==> config.mk <==
export PLATFORM = sky130hd
export DESIGN_NAME = id_ex_stage
export DESIGN_NICKNAME = d
export VERILOG_FILES = /design/src/rtl/mips_pkg.sv /design/src/rtl/reg_file.sv /design/src/rtl/id_ex_stage.sv
export SDC_FILE = /design/constraint.sdc
export NUM_CORES = 2
export LEC_CHECK = 0
export CORE_MARGIN = 4
export CORE_UTILIZATION = 38
export DETAILED_ROUTE_END_ITERATION = 8
export PLACE_DENSITY = 0.59
export SLEW_MARGIN = 15
export SYNTH_ARGS = -nofsm -noshare
export SYNTH_HDL_FRONTEND = slang
export SYNTH_SLANG_ARGS = --single-unit
==> constraint.sdc <==
create_clock -name clk -period 2.05 [get_ports clk]
set_input_delay 0.205 -clock clk [delete_from_list [all_inputs] [get_ports clk]]
set_output_delay 0.205 -clock clk [all_outputs]
set_load 0.1 [all_outputs]
==> src/rtl/mips_pkg.sv <==
`default_nettype none
// ============================================================================
// Module      : mips_pkg
// Description : Shared encodings, field positions and control bundle type for
//               the MIPS decode / ID-EX pipeline stage.
// Revision    : 1.0  initial release
// ============================================================================
package mips_pkg;

    localparam int DATA_W = 32;
    localparam int REG_AW = 5;

    // DatatoReg write-back source select; 2'b11 is reserved and behaves as ALU
    localparam logic [1:0] DTR_ALU = 2'b00;
    localparam logic [1:0] DTR_MEM = 2'b01;
    localparam logic [1:0] DTR_PC4 = 2'b10;

    localparam logic [REG_AW-1:0] REG_ZERO = 5'd0;
    localparam logic [REG_AW-1:0] REG_RA   = 5'd31;

    // Instruction field positions
    localparam int RS_MSB    = 25;
    localparam int RS_LSB    = 21;
    localparam int RT_MSB    = 20;
    localparam int RT_LSB    = 16;
    localparam int RD_MSB    = 15;
    localparam int RD_LSB    = 11;
    localparam int SHAMT_MSB = 10;
    localparam int SHAMT_LSB = 6;
    localparam int IMM_MSB   = 15;
    localparam int IMM_LSB   = 0;

    // Decoded control bundle carried from IF/ID into ID/EX
    typedef struct packed {
        logic       RegDst;
        logic       ALUSrc_B;
        logic       Jal;
        logic       RegWrite;
        logic       mem_w;
        logic       CPU_MIO;
        logic [1:0] DatatoReg;
        logic [1:0] Branch;
        logic [2:0] ALU_Control;
    } ctrl_t;

    // A bubble must never write a register, touch memory, jump or branch
    localparam ctrl_t CTRL_BUBBLE = '0;

    function automatic logic [DATA_W-1:0] sign_ext16(input logic [15:0] v);
        return {{16{v[15]}}, v};
    endfunction

endpackage
`default_nettype wire

==> src/rtl/reg_file.sv <==
`default_nettype none
// ============================================================================
// Module      : reg_file
// Description : MIPS general-purpose register file, 2 async reads, 1 sync
//               write, write-back bypass on reads, r0 hard-wired to zero,
//               asynchronous active-low clear of all entries.
// Revision    : 1.0  initial release
// ============================================================================
module reg_file
    import mips_pkg::*;
#(
    parameter int DEPTH = 32
) (
    input  logic                 clk,
    input  logic                 rst_n,
    input  logic [REG_AW-1:0]    rs_addr,
    input  logic [REG_AW-1:0]    rt_addr,
    output logic [DATA_W-1:0]    rs_data,
    output logic [DATA_W-1:0]    rt_data,
    input  logic                 we,
    input  logic [REG_AW-1:0]    waddr,
    input  logic [DATA_W-1:0]    wdata
);

    logic [DATA_W-1:0] regs [DEPTH];

    // A read of the register being written this cycle sees the new value,
    // so the writer and the reader need not be separated by a cycle.
    function automatic logic [DATA_W-1:0] read_port(input logic [REG_AW-1:0] a);
        if (a == REG_ZERO)
            return '0;
        else if (we && (waddr == a))
            return wdata;
        else
            return regs[a];
    endfunction

    // Storage: clear everything on reset, otherwise single write port (r0 ignored)
    always_ff @(posedge clk or negedge rst_n) begin
        if (!rst_n) begin
            for (int i = 0; i < DEPTH; i++) begin
                regs[i] <= '0;
            end
        end else if (we && (waddr != REG_ZERO)) begin
            regs[waddr] <= wdata;
        end
    end

    // Two combinational read ports with bypass
    always_comb begin
        rs_data = read_port(rs_addr);
        rt_data = read_port(rt_addr);
    end

endmodule
`default_nettype wire

==> src/rtl/id_ex_stage.sv <==
`default_nettype none
// ============================================================================
// Module      : id_ex_stage
// Description : MIPS decode stage. Splits instruction fields, reads the
//               register file, resolves the destination register, detects
//               load-use hazards and loads the ID/EX pipeline register
//               (or a bubble on hazard / flush).
// Revision    : 1.0  initial release
// ============================================================================
module id_ex_stage
    import mips_pkg::*;
#(
    parameter int          RF_DEPTH = 32,
    parameter logic [31:0] RESET_PC = 32'h0000_0000
) (
    input  logic        clk,
    input  logic        rst_n,

    input  logic [31:0] IF_ID_PC,
    input  logic [31:0] IF_ID_inst,
    input  logic        IF_ID_RegDst,
    input  logic        IF_ID_ALUSrc_B,
    input  logic        IF_ID_Jal,
    input  logic        IF_ID_RegWrite,
    input  logic        IF_ID_mem_w,
    input  logic        IF_ID_CPU_MIO,
    input  logic [1:0]  IF_ID_DatatoReg,
    input  logic [1:0]  IF_ID_Branch,
    input  logic [2:0]  IF_ID_ALU_Control,

    input  logic        wb_we,
    input  logic [4:0]  wb_addr,
    input  logic [31:0] wb_data,

    input  logic        flush,
    output logic        Enable,

    output logic [31:0] ID_EX_PC,
    output logic [31:0] ID_EX_rs_data,
    output logic [31:0] ID_EX_rt_data,
    output logic [31:0] ID_EX_imm,
    output logic [4:0]  ID_EX_rs,
    output logic [4:0]  ID_EX_rt,
    output logic [4:0]  ID_EX_wreg,
    output logic [4:0]  ID_EX_shamt,
    output logic        ID_EX_RegDst,
    output logic        ID_EX_ALUSrc_B,
    output logic        ID_EX_Jal,
    output logic        ID_EX_RegWrite,
    output logic        ID_EX_mem_w,
    output logic        ID_EX_CPU_MIO,
    output logic [1:0]  ID_EX_DatatoReg,
    output logic [1:0]  ID_EX_Branch,
    output logic [2:0]  ID_EX_ALU_Control
);

    logic [4:0]  rs;
    logic [4:0]  rt;
    logic [4:0]  rd;
    logic [4:0]  shamt;
    logic [4:0]  wreg;
    logic [31:0] imm;
    logic [31:0] rs_data;
    logic [31:0] rt_data;
    logic        load_use;
    logic        bubble;
    ctrl_t       dec_ctrl;
    ctrl_t       ex_ctrl;
    logic        unused_opfunct;

    assign rs    = IF_ID_inst[RS_MSB:RS_LSB];
    assign rt    = IF_ID_inst[RT_MSB:RT_LSB];
    assign rd    = IF_ID_inst[RD_MSB:RD_LSB];
    assign shamt = IF_ID_inst[SHAMT_MSB:SHAMT_LSB];
    assign imm   = sign_ext16(IF_ID_inst[IMM_MSB:IMM_LSB]);

    // Opcode and funct are already decoded upstream into the control inputs
    assign unused_opfunct = ^{IF_ID_inst[31:26], IF_ID_inst[5:0]};

    assign dec_ctrl = '{
        RegDst:      IF_ID_RegDst,
        ALUSrc_B:    IF_ID_ALUSrc_B,
        Jal:         IF_ID_Jal,
        RegWrite:    IF_ID_RegWrite,
        mem_w:       IF_ID_mem_w,
        CPU_MIO:     IF_ID_CPU_MIO,
        DatatoReg:   IF_ID_DatatoReg,
        Branch:      IF_ID_Branch,
        ALU_Control: IF_ID_ALU_Control
    };

    reg_file #(
        .DEPTH   (RF_DEPTH)
    ) u_rf (
        .clk     (clk),
        .rst_n   (rst_n),
        .rs_addr (rs),
        .rt_addr (rt),
        .rs_data (rs_data),
        .rt_data (rt_data),
        .we      (wb_we),
        .waddr   (wb_addr),
        .wdata   (wb_data)
    );

    // Destination select: link register for jal, rd for R-type, rt otherwise
    always_comb begin
        wreg = rt;
        if (IF_ID_Jal)
            wreg = REG_RA;
        else if (IF_ID_RegDst)
            wreg = rd;
    end

    // Load in EX whose result is needed now; rt is compared even for I-type,
    // which may cause a harmless extra stall but never a missed one.
    always_comb begin
        load_use = (ex_ctrl.DatatoReg == DTR_MEM) && ex_ctrl.RegWrite &&
                   (ID_EX_wreg != REG_ZERO) &&
                   ((ID_EX_wreg == rs) || (ID_EX_wreg == rt));
        // A squashed instruction cannot consume anything, so flush wins
        bubble   = flush || load_use;
        Enable   = flush || !load_use;
    end

    // ID/EX pipeline register: reset state, bubble, or captured decode results
    always_ff @(posedge clk or negedge rst_n) begin
        if (!rst_n) begin
            ID_EX_PC      <= RESET_PC;
            ID_EX_rs_data <= '0;
            ID_EX_rt_data <= '0;
            ID_EX_imm     <= '0;
            ID_EX_rs      <= '0;
            ID_EX_rt      <= '0;
            ID_EX_wreg    <= '0;
            ID_EX_shamt   <= '0;
            ex_ctrl       <= CTRL_BUBBLE;
        end else if (bubble) begin
            ID_EX_PC      <= '0;
            ID_EX_rs_data <= '0;
            ID_EX_rt_data <= '0;
            ID_EX_imm     <= '0;
            ID_EX_rs      <= '0;
            ID_EX_rt      <= '0;
            ID_EX_wreg    <= '0;
            ID_EX_shamt   <= '0;
            ex_ctrl       <= CTRL_BUBBLE;
        end else begin
            ID_EX_PC      <= IF_ID_PC;
            ID_EX_rs_data <= rs_data;
            ID_EX_rt_data <= rt_data;
            ID_EX_imm     <= imm;
            ID_EX_rs      <= rs;
            ID_EX_rt      <= rt;
            ID_EX_wreg    <= wreg;
            ID_EX_shamt   <= shamt;
            ex_ctrl       <= dec_ctrl;
        end
    end

    assign ID_EX_RegDst      = ex_ctrl.RegDst;
    assign ID_EX_ALUSrc_B    = ex_ctrl.ALUSrc_B;
    assign ID_EX_Jal         = ex_ctrl.Jal;
    assign ID_EX_RegWrite    = ex_ctrl.RegWrite;
    assign ID_EX_mem_w       = ex_ctrl.mem_w;
    assign ID_EX_CPU_MIO     = ex_ctrl.CPU_MIO;
    assign ID_EX_DatatoReg   = ex_ctrl.DatatoReg;
    assign ID_EX_Branch      = ex_ctrl.Branch;
    assign ID_EX_ALU_Control = ex_ctrl.ALU_Control;

endmodule
`default_nettype wire

==> run_results.csv <==
group,metric,value,unit
sta,setup_viol_count_final,2,
worst_setup_path,timing.critical_path.slowest_cell_delay,0.53,ns
clock_tree,clkLatencyLatePin,0.79,ns
clock_tree,clkSlewWorstSetupHoldPaths,0.06,ns
sta,rsz_0062_raised_after_global_routing,"true",
routing,route.detailed.drc,0,
clock_tree,cts.sink_count,1164,
grt,grt_pass1_wl,290000,um
grt,gr-total-overflow,0,
worst_setup_path,worstPathArrival,2.26,ns
worst_setup_path,timing.critical_path.max_delay_family,"flip-flops",
routing,routed_wire_length_on_met2,91000,um
placement,dpl.cell_count,6458,
sta,final.period_utilization,1.20,
worst_hold_path,min_delay_path_depth,2,
worst_hold_path,holdCritPathClass,"in2reg",
power,max-vdd-ir-drop,0.000846,V
cells_and_area,final_net_count,4716,
sta,final_layout_worst_hold_slack,0.0604,ns
clock_tree,tritoncts_clock_tree,"yes",
power,report.power.total,0.0694,W
floorplan,die_width,405,um
placement,finalWeightedCongestion,0.816,
cells_and_area,final.fill_count,13500,
logic_synthesis,yosysWarnings,0,
logic_synthesis,synth.largest_area_cell,"sky130_fd_sc_hd__dfrtp_1",
worst_setup_path,critical_path_class,"reg2out",
logic_synthesis,synthFlopType,"sky130_fd_sc_hd__dfrtp_1",
logic_synthesis,syn-num-nets,4219,
placement,detail_placement_hpwl,130000,um
routing,detail_route.iter0.violations,3310,
worst_setup_path,cp_cell_sequence,"xnor2_2 > nand3_2 > o22ai_4 > nand3b_1 > buf_6 > buf_12",
logic_synthesis,synth.ff_latch_count,1164,
clock_tree,clockRootBuffer,"sky130_fd_sc_hd__clkbuf_16",
logic_synthesis,yosys.area.top_type_share,0.487,
sta,report.final.hold_viol_count,0,
clock_tree,cts_max_path_buffers,3,
floorplan,floorplan.initialDensity,0.383,
grt,via_count_of_the_first_global_routing_pass,41700,
routing,detail-route-antenna-nets,0,
routing,m1WireLength,86500,um
worst_hold_path,worst_hold_startpoint,"IF_ID_PC[31]",
cells_and_area,finalCoreUtilization,0.476,
placement,numPortBuffers,273,
floorplan,pin_count,280,
sta,worst_pin_slew,0.908,ns
cells_and_area,stdcell_count,6757,
cells_and_area,final_layout_size_suffix_gt1_frac,0.532,
status,failed_checks,"negative setup slack",
floorplan,core-area,0.156,sq mm
grt,initial_antenna_violation_count,9,
grt,grt_usage,0.240,
logic_synthesis,synth.area.top_cells,"sky130_fd_sc_hd__dfrtp_1 (49%), sky130_fd_sc_hd__mux2_2 (20%), sky130_fd_sc_hd__mux4_2 (16%)",
sta,report.final.slew_viol_count,0,
logic_synthesis,synthesized_area_per_cell,14.6,sq um
sta,skew,0.0357,ns
routing,drt-total-wl,196000,um
worst_setup_path,path_max_fanout,4,
worst_setup_path,crit_required,1.85,ns
worst_setup_path,rr_startpoint,"ID_EX_wreg[0]$_DFF_PN0_",
logic_synthesis,ys_seq_area_frac,0.487,
worst_setup_path,worst_path_max_delay_cell,"sky130_fd_sc_hd__dfrtp_4",
clock_tree,cts_inserted_buffers,136,
power,cellPowerDensity,932,mW/mm^2
grt,grt_max_degree,102,
routing,route.vias.total,40100,
clock_tree,htree_num_levels,4,
logic_synthesis,synthCells,4101,
sta,timing.final.ws_setup,-0.410,ns
routing,wl_met3,13700,um
worst_setup_path,startpoint_type,"register",
cells_and_area,area_growth_synth_to_finish,24.4,%
floorplan,area_of_the_die,0.164,sq mm
worst_setup_path,worstPathBufferInverterCount,2,
logic_synthesis,synthDistinctLibCells,45,
floorplan,die_h,405,um
power,power.leakage,32.4,nW
logic_synthesis,synth_cell_area,0.0599,sq mm
placement,preCtsSetupSlack,-0.647,ns
routing,route.detailed.vias_per_inst,5.93,
flow_run,drv.max_cap_violation_count,0,
worst_setup_path,crit_start,"ID_EX_wreg[4]$_DFF_PN0_",
routing,drt_first_pass_iters,5,
status,status,"finished with violations",
worst_setup_path,r2r.worst_path.cells,6,
routing,routedWlPerCell,29.1,um
logic_synthesis,synth_async_sr_flop_share,1.00,
logic_synthesis,synth_enable_flop_cells,0,
worst_setup_path,cp_num_cells,6,
sta,clock.fmax,406,MHz
sta,timing.slew.headroom,0.393,
sta,post-route-min-period,2.46,ns
routing,top_signal_layer_used,"met4",
worst_setup_path,critPathCaptureType,"output pin",
floorplan,fp-row-count,145,
[logic make-up after synthesis]
| kind of cell | synth area share |
|---|---|
| buf+inv | 0.0381 |
| flops | 0.487 |
| compound gates | 0.0520 |
| simple gates | 0.0300 |
| mux | 0.390 |
| xor+xnor | 0.00293 |
[final cells by class]
cell class	count	area, sq um	share of cell area
Tap cell	2058	2570	0.0346
Antenna cell	1	2.50	0.0000336
Sequential cell	1164	29200	0.392
Timing Repair Buffer	848	9250	0.124
Clock inverter	44	457	0.00613
Clock buffer	194	3960	0.0531
Inverter	3	11.3	0.000151
Multi-Input combinational cell	2445	29000	0.390
[worst paths after layout]
| kind | endpoint | slack (ns) |
|---|---|---|
| setup / recovery | Enable | -0.41 |
| max in group asynchronous | u_rf.regs[139]$_DFFE_PN0P_ | 1.15 |
| hold reg to reg | u_rf.regs[1015]$_DFFE_PN0P_ | 0.39 |
| hold / removal | ID_EX_PC[31]$_DFF_PN0_ | 0.06 |
| min in group asynchronous | u_rf.regs[822]$_DFFE_PN0P_ | 0.07 |
| setup reg to reg | ID_EX_rt_data[13]$_DFF_PN0_ | -0.01 |
[cell usage in the layout, fill, tap and decap left out, types with 28 or more instances in the layout]
master	netlist	layout
sky130_fd_sc_hd__and2_1	69	69
sky130_fd_sc_hd__buf_4	49	485
sky130_fd_sc_hd__mux2i_1	227	227
sky130_fd_sc_hd__a22oi_1	31	31
sky130_fd_sc_hd__a2111oi_0	49	37
sky130_fd_sc_hd__mux2_2	1039	1039
sky130_fd_sc_hd__clkbuf_1	271	28
sky130_fd_sc_hd__a221oi_1	31	31
sky130_fd_sc_hd__clkdlybuf4s50_1	0	100
sky130_fd_sc_hd__o21ai_0	58	57
sky130_fd_sc_hd__buf_12	2	195
sky130_fd_sc_hd__nor2b_1	70	67
sky130_fd_sc_hd__mux4_2	417	417
sky130_fd_sc_hd__clkbuf_8	0	28
sky130_fd_sc_hd__o22ai_1	32	31
sky130_fd_sc_hd__nor2_1	90	72
sky130_fd_sc_hd__dlygate4sd3_1	0	55
sky130_fd_sc_hd__clkbuf_16	0	139
sky130_fd_sc_hd__o221a_2	31	31
sky130_fd_sc_hd__dfrtp_1	1164	1156
sky130_fd_sc_hd__o311ai_0	32	32
sky130_fd_sc_hd__a211oi_1	100	99
[through the flow]
stage / TNS, ns / cell area (sq um)
after floorplan: -0.0188 / 59900
after global placement: -290.81 / 69100
after detailed placement: -292.87 / 69100
after CTS: -0.491 / 74300
after global routing: -0.496 / 74500
final: -0.416 / 74500
[repair_timing]
item                        CTS  global route
hold endpoints to repair   1205             0
setup endpoints to repair    31            75
resized for setup            46            26
hold buffers                 55             0
pin swaps                     7             6
setup buffers                 4             1
[state kept, by name (all words and copies together) (netlist names), 5 cells and up]
signal         count
ID_EX_rs           5
ID_EX_PC          32
ID_EX_rt_data     32
ID_EX_wreg         5
ID_EX_rs_data     32
ID_EX_imm         12
ID_EX_rt           5
u_rf.regs       1024
[layer usage]
metal | vias up | global-route usage
li1 | 16700 | -
met1 | 21600 | 0.338
met2 | 1473 | 0.377
met3 | 302 | 0.0488
met4 | 0 | 0.0660
met5 | - | 0
[report_power, final]
part,switching [W],internal (W)
clock network,0.0102,0.0139
registers,0.00290,0.0271
logic,0.00701,0.00834
total,0.0201,0.0493
[cell usage after synthesis (all sizes together) (7+ instances only)]
| cell | count |
|---|---|
| and2 | 70 |
| o221a | 31 |
| xnor2 | 12 |
| o311ai | 32 |
| nor3b | 7 |
| xor2 | 8 |
| nor2 | 90 |
| a211oi | 100 |
| mux2 | 1039 |
| mux2i | 227 |
| clkbuf | 272 |
| a22oi | 31 |
| a221oi | 31 |
| a2111oi | 65 |
| buf | 217 |
| o21ai | 77 |
| dfrtp | 1164 |
| nand2 | 35 |
| mux4 | 417 |
| nor2b | 70 |
| nor4 | 35 |
| o22ai | 32 |
Power figures use the tool's default switching activity.
